`src/rtl/mpc_btab_pkg.sv`:
```
// Shared definitions for the double-buffered MPC constraint-bound table:
// default widths, reset values of even/odd entries and swap status encoding.
package mpc_btab_pkg;

    localparam int BTAB_DATA_W = 21;
    localparam int BTAB_ADDR_W = 3;

    localparam logic [BTAB_DATA_W-1:0] BTAB_INIT_EVEN = 21'h160000;
    localparam logic [BTAB_DATA_W-1:0] BTAB_INIT_ODD  = 21'h19B781;

    // Registered outcome of a swap request, decoded into the two pulse outputs.
    typedef enum logic [1:0] {
        SWAP_IDLE = 2'd0,
        SWAP_DONE = 2'd1,
        SWAP_ERR  = 2'd2
    } swap_st_e;

    // Reset value of a table entry: even addresses and odd addresses differ.
    function automatic logic [BTAB_DATA_W-1:0] init_val(input int unsigned addr);
        return (addr % 2 == 0) ? BTAB_INIT_EVEN : BTAB_INIT_ODD;
    endfunction

endpackage

```
`src/rtl/mpc_btab_rd_pipe.sv`:
```
// One read port of the bound table: selects the active bank at issue time,
// flags out-of-range addresses and delays data/valid/oor by RD_LAT (1 or 2).
module mpc_btab_rd_pipe
    import mpc_btab_pkg::*;
#(
    parameter int DATA_W = BTAB_DATA_W,
    parameter int ADDR_W = BTAB_ADDR_W,
    parameter int DEPTH  = 8,
    parameter int RD_LAT = 1
) (
    input  logic                    clk,
    input  logic                    reset,
    input  logic                    rd_ce_i,
    input  logic [ADDR_W-1:0]       rd_addr_i,
    input  logic                    bank_sel_i,
    input  logic [DEPTH*DATA_W-1:0] bank0_i,
    input  logic [DEPTH*DATA_W-1:0] bank1_i,
    output logic [DATA_W-1:0]       rd_data_o,
    output logic                    rd_vld_o,
    output logic                    rd_oor_o
);

    logic              in_range;
    logic [DATA_W-1:0] sel_data;
    logic [DATA_W-1:0] data1_q;
    logic              vld1_q;
    logic              oor1_q;

    // Decode the address against DEPTH and pick the entry from the active bank.
    always_comb begin
        // NOTE: every output of this block gets a default first so no path
        // leaves it unassigned; a missing default would infer a latch.
        in_range = 1'b0;
        sel_data = '0;
        for (int e = 0; e < DEPTH; e++) begin
            if (32'(rd_addr_i) == e) begin
                in_range = 1'b1;
                sel_data = bank_sel_i ? bank1_i[e*DATA_W +: DATA_W]
                                      : bank0_i[e*DATA_W +: DATA_W];
            end
        end
    end

    // Issue stage: capture data in the issue cycle so a later swap or shadow
    // write cannot alter an in-flight read; data holds while rd_ce is low.
    always_ff @(posedge clk or negedge reset) begin
        // NOTE: state is updated with non-blocking assignments so every flop
        // samples pre-edge values regardless of statement order.
        if (!reset) begin
            data1_q <= '0;
            vld1_q  <= 1'b0;
            oor1_q  <= 1'b0;
        end else begin
            vld1_q <= rd_ce_i;
            oor1_q <= rd_ce_i && !in_range;
            if (rd_ce_i) begin
                data1_q <= in_range ? sel_data : '0;
            end
        end
    end

    if (RD_LAT == 2) begin : g_lat2
        logic [DATA_W-1:0] data2_q;
        logic              vld2_q;
        logic              oor2_q;

        // Second pipeline stage; data only advances with a valid read.
        always_ff @(posedge clk or negedge reset) begin
            if (!reset) begin
                data2_q <= '0;
                vld2_q  <= 1'b0;
                oor2_q  <= 1'b0;
            end else begin
                vld2_q <= vld1_q;
                oor2_q <= oor1_q;
                if (vld1_q) begin
                    data2_q <= data1_q;
                end
            end
        end

        assign rd_data_o = data2_q;
        assign rd_vld_o  = vld2_q;
        assign rd_oor_o  = oor2_q;
    end else begin : g_lat1
        assign rd_data_o = data1_q;
        assign rd_vld_o  = vld1_q;
        assign rd_oor_o  = oor1_q;
    end

endmodule

```
`src/rtl/mpc_bound_table_dbuf.sv`:
```
// Double-buffered constraint-bound table for the dense MPC solver.
// The solver reads the active bank on NUM_RD independent ports while the host
// fills the shadow bank; a swap request commits the shadow bank atomically
// only when every entry has been written since the previous swap.
// Optional feature macro: MPC_BTAB_RDBACK_EN adds a host readback port
// (hr_ce/hr_addr/hr_data) onto the shadow bank.
module mpc_bound_table_dbuf
    import mpc_btab_pkg::*;
#(
    parameter int                DATA_W    = BTAB_DATA_W,
    parameter int                ADDR_W    = BTAB_ADDR_W,
    parameter int                DEPTH     = 8,
    parameter int                NUM_RD    = 2,
    parameter int                RD_LAT    = 1,
    parameter logic [DATA_W-1:0] INIT_EVEN = DATA_W'(init_val(0)),
    parameter logic [DATA_W-1:0] INIT_ODD  = DATA_W'(init_val(1))
) (
    input  logic                     clk,
    input  logic                     reset,
`ifdef MPC_BTAB_RDBACK_EN
    input  logic                     hr_ce,
    input  logic [ADDR_W-1:0]        hr_addr,
    output logic [DATA_W-1:0]        hr_data,
`endif
    input  logic [NUM_RD-1:0]        rd_ce,
    input  logic [NUM_RD*ADDR_W-1:0] rd_addr,
    output logic [NUM_RD*DATA_W-1:0] rd_data,
    output logic [NUM_RD-1:0]        rd_vld,
    output logic [NUM_RD-1:0]        rd_oor,
    input  logic                     ld_valid,
    output logic                     ld_ready,
    input  logic [ADDR_W-1:0]        ld_addr,
    input  logic [DATA_W-1:0]        ld_data,
    input  logic                     swap_req,
    output logic                     swap_done,
    output logic                     swap_err,
    output logic                     shadow_full,
    output logic                     bank_sel
);

    logic [DEPTH*DATA_W-1:0] bank0_q;
    logic [DEPTH*DATA_W-1:0] bank1_q;
    logic                    bank_sel_q;
    logic                    bank_sel_d;
    logic [DEPTH-1:0]        bitmap_q;
    logic [DEPTH-1:0]        bitmap_d;
    logic [DEPTH-1:0]        bitmap_next;
    logic [DEPTH-1:0]        wr_mask;
    logic                    ld_ready_q;
    logic                    wr_fire;
    swap_st_e                swap_st_q;
    swap_st_e                swap_st_d;

    assign wr_fire = ld_valid && ld_ready_q;

    // One-hot write decode; out-of-range addresses produce an empty mask so the
    // write is accepted but dropped and the bitmap is untouched.
    always_comb begin
        wr_mask = '0;
        for (int e = 0; e < DEPTH; e++) begin
            if (wr_fire && (32'(ld_addr) == e)) begin
                wr_mask[e] = 1'b1;
            end
        end
    end

    // Swap decision: the write issued in the swap cycle counts toward a full
    // shadow bank, so a host can send the last entry together with swap_req.
    always_comb begin
        bitmap_next = bitmap_q | wr_mask;
        bank_sel_d  = bank_sel_q;
        bitmap_d    = bitmap_next;
        swap_st_d   = SWAP_IDLE;
        if (swap_req) begin
            if (&bitmap_next) begin
                bank_sel_d = ~bank_sel_q;
                bitmap_d   = '0;
                swap_st_d  = SWAP_DONE;
            end else begin
                swap_st_d  = SWAP_ERR;
            end
        end
    end

    // Control state: active bank, written-entry bitmap, swap status, load ready.
    always_ff @(posedge clk or negedge reset) begin
        if (!reset) begin
            bank_sel_q <= 1'b0;
            bitmap_q   <= '0;
            swap_st_q  <= SWAP_IDLE;
            ld_ready_q <= 1'b0;
        end else begin
            bank_sel_q <= bank_sel_d;
            bitmap_q   <= bitmap_d;
            swap_st_q  <= swap_st_d;
            ld_ready_q <= 1'b1;
        end
    end

    // Table storage: host writes always target the shadow bank (!bank_sel).
    always_ff @(posedge clk or negedge reset) begin
        // NOTE: the banks are flops with an asynchronous reset because both
        // banks must power up holding the even/odd default bounds; a RAM
        // without reset could not provide that.
        if (!reset) begin
            for (int e = 0; e < DEPTH; e++) begin
                bank0_q[e*DATA_W +: DATA_W] <= (e % 2 == 0) ? INIT_EVEN : INIT_ODD;
                bank1_q[e*DATA_W +: DATA_W] <= (e % 2 == 0) ? INIT_EVEN : INIT_ODD;
            end
        end else begin
            for (int e = 0; e < DEPTH; e++) begin
                if (wr_mask[e]) begin
                    if (bank_sel_q) begin
                        bank0_q[e*DATA_W +: DATA_W] <= ld_data;
                    end else begin
                        bank1_q[e*DATA_W +: DATA_W] <= ld_data;
                    end
                end
            end
        end
    end

    for (genvar p = 0; p < NUM_RD; p++) begin : g_rd
        mpc_btab_rd_pipe #(
            .DATA_W (DATA_W),
            .ADDR_W (ADDR_W),
            .DEPTH  (DEPTH),
            .RD_LAT (RD_LAT)
        ) u_rd_pipe (
            .clk        (clk),
            .reset      (reset),
            .rd_ce_i    (rd_ce[p]),
            .rd_addr_i  (rd_addr[p*ADDR_W +: ADDR_W]),
            .bank_sel_i (bank_sel_q),
            .bank0_i    (bank0_q),
            .bank1_i    (bank1_q),
            .rd_data_o  (rd_data[p*DATA_W +: DATA_W]),
            .rd_vld_o   (rd_vld[p]),
            .rd_oor_o   (rd_oor[p])
        );
    end

`ifdef MPC_BTAB_RDBACK_EN
    logic [DATA_W-1:0] hr_sel;
    logic [DATA_W-1:0] hr_data_q;

    // Host readback mux onto the shadow bank; out-of-range reads return zero.
    always_comb begin
        hr_sel = '0;
        for (int e = 0; e < DEPTH; e++) begin
            if (32'(hr_addr) == e) begin
                hr_sel = bank_sel_q ? bank0_q[e*DATA_W +: DATA_W]
                                    : bank1_q[e*DATA_W +: DATA_W];
            end
        end
    end

    // Readback register: one cycle of latency, holds between requests.
    always_ff @(posedge clk or negedge reset) begin
        if (!reset) begin
            hr_data_q <= '0;
        end else if (hr_ce) begin
            hr_data_q <= hr_sel;
        end
    end

    assign hr_data = hr_data_q;
`endif

    assign ld_ready    = ld_ready_q;
    assign swap_done   = (swap_st_q == SWAP_DONE);
    assign swap_err    = (swap_st_q == SWAP_ERR);
    assign shadow_full = &bitmap_q;
    assign bank_sel    = bank_sel_q;

endmodule

```
`config.mk`:
```
export PLATFORM = sky130hd
export DESIGN_NAME = mpc_bound_table_dbuf
export DESIGN_NICKNAME = d
export VERILOG_FILES = /design/src/rtl/mpc_btab_pkg.sv /design/src/rtl/mpc_btab_rd_pipe.sv /design/src/rtl/mpc_bound_table_dbuf.sv
export SDC_FILE = /design/constraint.sdc
export NUM_CORES = 1
export LEC_CHECK = 0
export CORE_UTILIZATION = 47
export CTS_BUF_LIST = sky130_fd_sc_hd__clkbuf_8 sky130_fd_sc_hd__clkbuf_16
export DETAILED_ROUTE_END_ITERATION = 10
export GPL_TIMING_DRIVEN = 0
export PLACE_DENSITY = 0.73
export SYNTH_ARGS = -nofsm -noshare
export SYNTH_HDL_FRONTEND = slang
export SYNTH_HIERARCHICAL = 1
export SYNTH_SLANG_ARGS = --single-unit
```
`constraint.sdc`:
```
create_clock -name clk -period 4.52 [get_ports clk]
set_clock_uncertainty 0.2 [all_clocks]
set_input_delay 1.13 -clock clk [delete_from_list [all_inputs] [get_ports clk]]
set_output_delay 1.13 -clock clk [all_outputs]
set_load 0.05 [all_outputs]
```
-- Word level (Yosys, flattened, before mapping)
Index checks and enable logic that the tools add are counted.
- register bits after elaboration: 394
- eq/ne operators: 23
- multiplexer cells: 54
- bitwise operators: 2
- reductions and logical operators: 35
- operators by type and width (cell ; count):
    21-bit 2-to-1 mux ; 26
    3-bit equality test, second input constant ; 12
    2-bit AND reduction ; 16
    1-bit 2-to-1 mux ; 24
    3-bit by 2-bit equality test with 1-bit output, second input constant ; 6
    8-bit 2-to-1 mux ; 2
    8-bit AND reduction ; 2
    1-bit logical AND ; 11
    3-bit by 1-bit equality test with 1-bit output, second input constant ; 3
    3-bit zero test ; 3
    9-bit AND reduction ; 1
    8-bit OR ; 1
    2-bit 2-to-1 mux ; 2
    2-bit by 1-bit equality test with 1-bit output, second input constant ; 1
    2-bit equality test, second input constant ; 1
    1-bit zero test ; 2
    1-bit NOT ; 1

-- Depth between registers and ports, before layout
Gate-level depths: netlist (run 1).
- word-level depth: 11
- gate-level depth with buffers: 8
- depth with buffers taken out: 5

-- By module
The synthesis (run 1) kept the hierarchy.
- by module, submodules not included (module ; instances ; cells each ; area each (um^2)):
    mpc_bound_table_dbuf ; 1 ; 799 ; 13242.7
    mpc_btab_rd_pipe ; 2 ; 512 ; 4501.8

-- Worst setup path before layout (run 1)
Ideal clock, no wire load.
- kind: input port to flip-flop
- start: input ld_addr[0]
- end: register bank1_q[136]
- library setup time: 125 ps
- data arrival time: 2289 ps
- required time: 4195 ps
- slack: 1906 ps
- stages on the path: 5
- cell sequence: buf_4 nand2b_1 nor3_1 buf_2 mux2_2
- longest elaborated chain between the ends: 4
- ends and longest elaborated chain (element ; RTL line ; source):
    from (decl) ; mpc_bound_table_dbuf.sv:32 ; input logic [ADDR_W-1:0] ld_addr,
    3-bit equality test ; mpc_bound_table_dbuf.sv:61 ; if (wr_fire && (32'(ld_addr) == e)) begin
    1-bit logical AND ; mpc_bound_table_dbuf.sv:61 ;
    1-bit 2-to-1 mux ; mpc_bound_table_dbuf.sv:61 ;
    2-bit AND reduction (no line) ; n/a ;
    to (signal, indexed assignment) ; mpc_bound_table_dbuf.sv:108 ; bank1_q[e*DATA_W +: DATA_W] <= (e % 2 == 0) ? INIT_EVEN : INIT_ODD;
    to (signal, indexed assignment) ; mpc_bound_table_dbuf.sv:116 ; bank1_q[e*DATA_W +: DATA_W] <= ld_data;
    to (decl) ; mpc_bound_table_dbuf.sv:42 ; logic [DEPTH*DATA_W-1:0] bank1_q;
Every way passes these cells.
A chain may end at the register's enable or synchronous reset.

-- Worst setup path after layout (run 1)
- start: input rd_addr[2]
- end: register g_rd[0].u_rd_pipe.data1_q[20]
- longest elaborated chain between the ends: 10
- elaborated cells between the ends (all ways): 25
- classes of those cells: eq/ne: 7; mux: 17; reduce/logical: 1
- ends and longest elaborated chain (element ; RTL line ; source):
    from (decl) ; mpc_bound_table_dbuf.sv:26 ; input logic [NUM_RD*ADDR_W-1:0] rd_addr,
    3-bit zero test ; mpc_btab_rd_pipe.sv:36 ; if (32'(rd_addr_i) == e) begin
    21-bit 2-to-1 mux / 1-bit 2-to-1 mux (equally long branches) (8 in a row) ; mpc_btab_rd_pipe.sv:36 ;
    21-bit 2-to-1 mux * ; mpc_btab_rd_pipe.sv:57 ; data1_q <= in_range ? sel_data : '0;
    to (signal assigned) ; mpc_btab_rd_pipe.sv:57 ;
    to (decl) ; mpc_btab_rd_pipe.sv:25 ; logic [DATA_W-1:0] data1_q;
Every way passes the cells marked *; elsewhere a longest branch is shown, timed or not.

==> impl_metrics.json, run 1 <==
{
  "rsz0062_at_grt": "false",
  "p_per_area_nw_per_um2": 554,
  "die_w_um": 220,
  "grt-ovfl-total": 0,
  "gp_congestion": 0.979,
  "drtIter0Drc": 1739,
  "period_share_pct": 78.1,
  "startpoint": "rd_addr[2]",
  "violations": "DRC",
  "design_area_um2": 25600,
  "hold_path_class": "register to register",
  "rows": 79,
  "die-area_um2": 48200,
  "fmax_mhz": 283,
  "hold_viol": 0,
  "grt_pass1_wl_um": 109000,
  "tightest_slew_ns": 1.19,
  "outcome": "finished, violations left",
  "cts_tree": "yes",
  "layout.nets": 1991,
  "wl_um": 75200,
  "antenna_found_initial": 1,
  "die_h_um": 220,
  "post-route-min-period_ns": 3.53,
  "syn_to_final_growth_pct": 14.9,
  "crit_end": "g_rd[0].u_rd_pipe/rd_data_o[20]",
  "grt_max_degree": 119,
  "htreeDepth": 2,
  "required_ns": 4.75,
  "drc": 6,
  "ios": 87,
  "drt-vias-per-instance": 6.43,
  "dr.pass1.iters": 9,
  "post_dp_cell_area_um2": 23900,
  "cts_sinks": 394,
  "vias": 16674,
  "leakagePower_uw": 0.0105,
  "cts_made_buffers": 45,
  "yosysTopAreaCellShare_pct": 31.7,
  "yosysMostFrequentCell": "mux2_2",
  "worst_setup_path_start_kind": "input port",
  "synthArstFlopShare_pct": 100,
  "reg2reg_from": "bank_sel",
  "fin_tns_setup_ns": 0,
  "cts_hold_buffers": 0,
  "wl_per_cell_um": 29.0,
  "post_cts_buffers": 0,
  "syn-cell-area_um2": 22200,
  "ant_nets": 0,
  "grt_use_total_pct": 31.5,
  "yosysWarnings": 6,
  "reg2regPathDepth": 7,
  "worst_hold_slack_ns": 0.313,
  "portBuffers": 82,
  "ys_top_cells_by_count": "mux2_2, dfrtp_1, mux2i_1",
  "regToRegSetupSlack_ns": 1.75,
  "synth_seq_cells": 394,
  "synth_edf_count": 0,
  "ys_types": 49,
  "grt_pass1_vias": 16566,
  "worstSkewPairLatency_ns": 0.58,
  "clkSlewWorstSetupHoldPaths_ns": 0.06,
  "syn-instance-count": 1823,
  "antenna_cells": 0,
  "place_hpwl_um": 50500,
  "drive_gt1_share_pct": 40.5,
  "start_util_pct": 47.7,
  "hold_start": "bank0_q[7]",
  "cp_max_fo": 10,
  "synth.avg_cell_area_um2": 12.2,
  "path_class": "input port to register",
  "cts_resized": 0,
  "synth_fp_nets": 1859,
  "yosysTopAreaCell": "dfrtp_1",
  "worstPathArrival_ns": 3.77,
  "drv_slew": 0,
  "coreArea_um2": 46700,
  "synth_area_leaders": "dfrtp_1, mux2_2, dfstp_2",
  "slew_headroom_pct": 20.9,
  "end_kind": "register",
  "maxCapViolCount": 0,
  "setup_viol": 0,
  "synthFlopType": "dfrtp_1",
  "cts.path.max_buffers": 3,
  "ys_seq_area_share_pct": 44.9,
  "ir_worst_vdd_mv": 0.302,
  "clock_tree.root_cell": "clkbuf_16",
  "worstReg2RegEnd": "g_rd[0].u_rd_pipe/rd_data_o[15]"
}
## cell type report
cell class,instances,area (um2)
buffer,170,1090
clock buffer,53,1240
clock inverter,26,410
fill,3887,21100
inverter,44,170
multi-input combinational,1215,11000
sequential,394,10000
tap,607,759
timing repair buffer,85,908
## cells in the final DEF (no fill, tap or decap), types with 3 or more instances in the layout
master             n
dfrtp_1          282
o22ai_2           80
nand4_1            3
dlygate4sd1_1     10
dfstp_2          112
clkbuf_1          47
clkbuf_8           8
mux2_1             5
nor3_1             6
buf_1              4
inv_1             45
a211oi_1          42
nor2_1            20
buf_6             31
mux2i_1          252
nand3_1            6
conb_1             3
mux2_2           333
clkbuf_16         45
clkdlybuf4s50_1   81
and2b_1            5
clkinv_2           9
buf_4             19
a21oi_1            5
buf_16             3
buf_2             53
a211oi_2          40
bufinv_16         11
o22ai_1           42
nand2_1           92
a221oi_2          40
o21ai_0          126
nor2b_1           86
## critical path: stages
cell and delay, ns:
clkdlybuf4s50_1 0.59, nor2b_1 0.27, nand2_1 0.12, clkbuf_1 0.76, o21ai_0 0.29, a221oi_2 0.47, o22ai_2 0.14
## layer usage
metal	up-vias	share of wire, %	GRT usage (%)
met2	989	43	46.6
li1	6972	-	-
met5	-	0.016	0
met4	2	5.4	16.2
met1	8452	41	42.0
met3	259	11	8.61
## state kept, by name, indices dropped and copies added, names as in the netlist
name                      cells
bank0_q                     168
bank1_q                     168
g_rd.u_rd_pipe/rd_data_o     42
bitmap_q                      8
g_rd.u_rd_pipe/rd_oor_o       2
g_rd.u_rd_pipe/rd_vld_o       2
swap_st_q                     2
bank_sel                      1
ld_ready                      1
## metrics by stage
stage          setup slack (ns)  cells  total power [uW]  util, %
2_1_floorplan              1.91   1823              8420        -
3_3_place_gp             -14.96   2512              9780     51.1
3_5_place_dp              0.600   2515              9940     51.3
4_1_cts                    1.03   2594             14100     54.8
5_1_grt                    1.01   2594             14600     54.8
6_report                  0.988   2594             14200     54.8
## power breakdown
part / internal (uW) / switching [uW]
registers: 4510 / 635
clock network: 2570 / 1540
logic: 2090 / 2820
total: 9160 / 4990
## worst min-delay path by stage
stage | end | slack, ns | cells after the start
after floorplan | bank1_q[64] | 0.28 | 1
after detailed placement | bank0_q[8] | 0.30 | 1
final | bank0_q[7] | 0.31 | 1
after global routing | bank0_q[132] | 0.33 | 1
after global placement | bank1_q[137] | 0.29 | 1
after CTS | bank0_q[8] | 0.31 | 1
## logic make-up (layout without fill, tap and decap cells)
logic type             Yosys count  after routing  synth area share, %
multiplexers                   590            590                 28.4
flip-flops                     394            394                 44.9
AO/OA/AOI/OAI                  387            387                 15.4
AND/OR/NAND/NOR                234            234                 5.44
buffers and inverters          214            378                 5.65
other                            3              3               0.0506
XOR/XNOR                         1              1               0.0731
(Power assumes the default switching activity.)
==> inputs of run 2 (changes only) <==
--- a/config.mk
+++ b/config.mk
@@ -9,7 +9,7 @@
 export CTS_BUF_LIST = sky130_fd_sc_hd__clkbuf_8 sky130_fd_sc_hd__clkbuf_16
 export DETAILED_ROUTE_END_ITERATION = 10
 export GPL_TIMING_DRIVEN = 0
-export PLACE_DENSITY = 0.73
+export PLACE_DENSITY = 0.76
 export SYNTH_ARGS = -nofsm -noshare
 export SYNTH_HDL_FRONTEND = slang
 export SYNTH_HIERARCHICAL = 1
==> constraint.sdc (replaced) <==
create_clock -name clk -period 3.05 [get_ports clk]
set_clock_uncertainty 0.2 [all_clocks]
set_input_delay 0.7625 -clock clk [delete_from_list [all_inputs] [get_ports clk]]
set_output_delay 0.7625 -clock clk [all_outputs]
set_load 0.05 [all_outputs]
==> run 2 against run 1 <==
  * Worst hold slack better by 0.0035 ns
  * The flow finishes with violations (DRC, setup timing)
  * Flip-flop and latch count unchanged
  * Via count about the same
  * Largest power group unchanged
  * Highest routed layer unchanged
  * Critical endpoint is now g_rd[1].u_rd_pipe/rd_data_o[18]
==> impl_metrics.json, run 2 (synthesis results as in run 1) <==
{
  "worst_hold_slack_ns": 0.317,
  "layout.nets": 1991,
  "ios": 87,
  "die_h_um": 220,
  "drt-vias-per-instance": 6.42,
  "path_class": "input port to register",
  "p_switching_uw": 7380,
  "drv_slew": 0,
  "most-common-layout-cells": "mux2_2, dfrtp_1, mux2i_1, o21ai_0, dfstp_2",
  "coreArea_um2": 46700,
  "dr.pass1.iters": 9,
  "ant_nets": 0,
  "drc": 8,
  "hold_viol": 0,
  "grt_use_total_pct": 31.5,
  "wl_um": 75400,
  "post_cts_buffers": 0,
  "regArea_um2": 10000,
  "max_stage_delay_ns": 0.68,
  "period_share_pct": 100,
  "worst_setup_path_start_kind": "input port",
  "mostFrequentLayoutCell": "mux2_2",
  "die_w_um": 220,
  "worstReg2RegEnd": "g_rd[1].u_rd_pipe/rd_data_o[15]",
  "numPlacedInstances": 2515,
  "grt_pass1_wl_um": 110000,
  "cts.path.max_buffers": 3,
  "syn_to_final_growth_pct": 14.4,
  "die-area_um2": 48200,
  "wl_per_cell_um": 29.0,
  "start_util_pct": 47.7,
  "fin_util_pct": 54.5,
  "met3_length_um": 7990,
  "setup_viol": 1,
  "fmax_mhz": 328,
  "design_area_um2": 25400,
  "fill_cells": 3907,
  "tightest_slew_ns": 1.20,
  "cts_sinks": 394,
  "post_dp_cell_area_um2": 23900,
  "crit_chain": "clkdlybuf4s50_1 -> buf_6 -> inv_4 -> nand2_1 -> clkbuf_1 -> o21ai_0 -> a221oi_2 -> o22ai_2",
  "outcome": "finished, violations left",
  "drt-met1-wl_um": 30100,
  "worstSkewPairLatency_ns": 0.58,
  "cp_max_fo": 10,
  "end_kind": "register",
  "required_ns": 3.29,
  "leakagePower_uw": 0.0105,
  "grt_pass1_vias": 16856,
  "vias": 16673,
  "worstPathArrival_ns": 3.30,
  "clkSlewWorstSetupHoldPaths_ns": 0.06,
  "crit_end": "g_rd[1].u_rd_pipe/rd_data_o[18]",
  "slew_headroom_pct": 19.8,
  "clock_tree.root_cell": "clkbuf_16",
  "cts_tree": "yes",
  "internal-power_uw": 13100,
  "final_cells": 2598,
  "htreeDepth": 2,
  "dr_wl_met2_um": 32900,
  "drive_gt1_share_pct": 40.4,
  "swShare_pct": 36.1,
  "regToRegSetupSlack_ns": 0.27,
  "grt_max_degree": 124,
  "portBuffers": 82,
  "violations": "DRC, setup timing",
  "crit_family": "buffers and inverters",
  "crit_path_top_delay_cell": "clkbuf_1",
  "seq_power_share_pct": 37.3,
  "antenna_found_initial": 3,
  "path_depth": 8,
  "rows": 79,
  "power_frac_comb_pct": 35.6,
  "place_hpwl_um": 51200,
  "p_per_area_nw_per_um2": 804,
  "reg2regPathDepth": 7,
  "hold_path_class": "register to register",
  "grt-ovfl-total": 0,
  "power_frac_clock_pct": 27.1,
  "setup_slack_ns": -0.00246,
  "post-route-min-period_ns": 3.05,
  "reg2reg_from": "bank_sel",
  "gp_congestion": 0.967,
  "highest_layer": "met5",
  "ir_worst_vdd_mv": 0.477,
  "critPathBufInv": 4,
  "maxCapViolCount": 0,
  "fin_tns_setup_ns": -0.00246,
  "startpoint": "rd_addr[3]",
  "drtIter0Drc": 1738,
  "multi_input_area_um2": 11000,
  "rsz0062_at_grt": "false",
  "cts_made_buffers": 44
}
run 2: worst register-to-register path, cell delays in order (launching register included):
cell      delay [ns]
dfrtp_1         0.66
buf_6           0.25
buf_4           0.29
buf_4           0.31
mux2i_1         0.27
o22ai_1         0.13
a221oi_2        0.37
o22ai_2         0.14
run 2: what timing repair did:
| action | in CTS | in global routing |
|---|---|---|
| hold buffers | 1 | 0 |
| cloned | 0 | 0 |
| endpoints found under the hold margin | 31 | 0 |
| setup endpoints to repair | 1 | 3 |
| resized for setup | 1 | 4 |
| pin swaps | 0 | 0 |
run 2: area by class of cell:
class                   instances  share of cell area [%]
plain buffers                 170                    4.30
multi-input cells            1215                    43.2
diodes                          1                 0.00983
repair buffers                 86                    3.60
clock buffers                  57                    5.07
clock inverters                24                   0.880
inverters                      44                   0.669
flip-flops and latches        394                    39.3
well taps                     607                    2.98
run 2: power groups by stage:
stage,logic (uW),registers (uW),clock network [uW]
2_1_floorplan,4640,7850,0
3_3_place_gp,6930,7580,0
3_5_place_dp,7110,7690,0
4_1_cts,7140,7610,5600
5_1_grt,7520,7800,5810
6_report,7290,7640,5550
run 2: worst min path at each step:
| stage | from | endpoint | slack [ns] | cells after the start |
|---|---|---|---|---|
| 3_5_place_dp | bank0_q[2] | bank0_q[2] | 0.30 | 1 |
| 2_1_floorplan | reset | bank0_q[0] | 0.27 | 0 |
| 3_3_place_gp | bank0_q[11] | bank0_q[11] | 0.29 | 1 |
| 6_report | bank0_q[6] | bank0_q[6] | 0.32 | 1 |
| 5_1_grt | bank0_q[7] | bank0_q[7] | 0.33 | 1 |
| 4_1_cts | bank0_q[2] | bank0_q[2] | 0.32 | 1 |
run 2: stage by stage:
| stage | setup WS [ns] | power (uW) |
|---|---|---|
| final | -0.00246 | 20500 |
| after global placement | -15.83 | 14500 |
| after detailed placement | -0.456 | 14800 |
| after global routing | 0.00166 | 21100 |
| after floorplan | 0.752 | 12500 |
| after CTS | 0.0671 | 20300 |
run 2: per-layer routing:
| metal | vias to the layer above | global-route usage, % |
|---|---|---|
| met2 | 1006 | 47.3 |
| li1 | 6950 | - |
| met1 | 8458 | 41.8 |
| met5 | - | 0 |
| met4 | 2 | 16.9 |
| met3 | 257 | 7.95 |
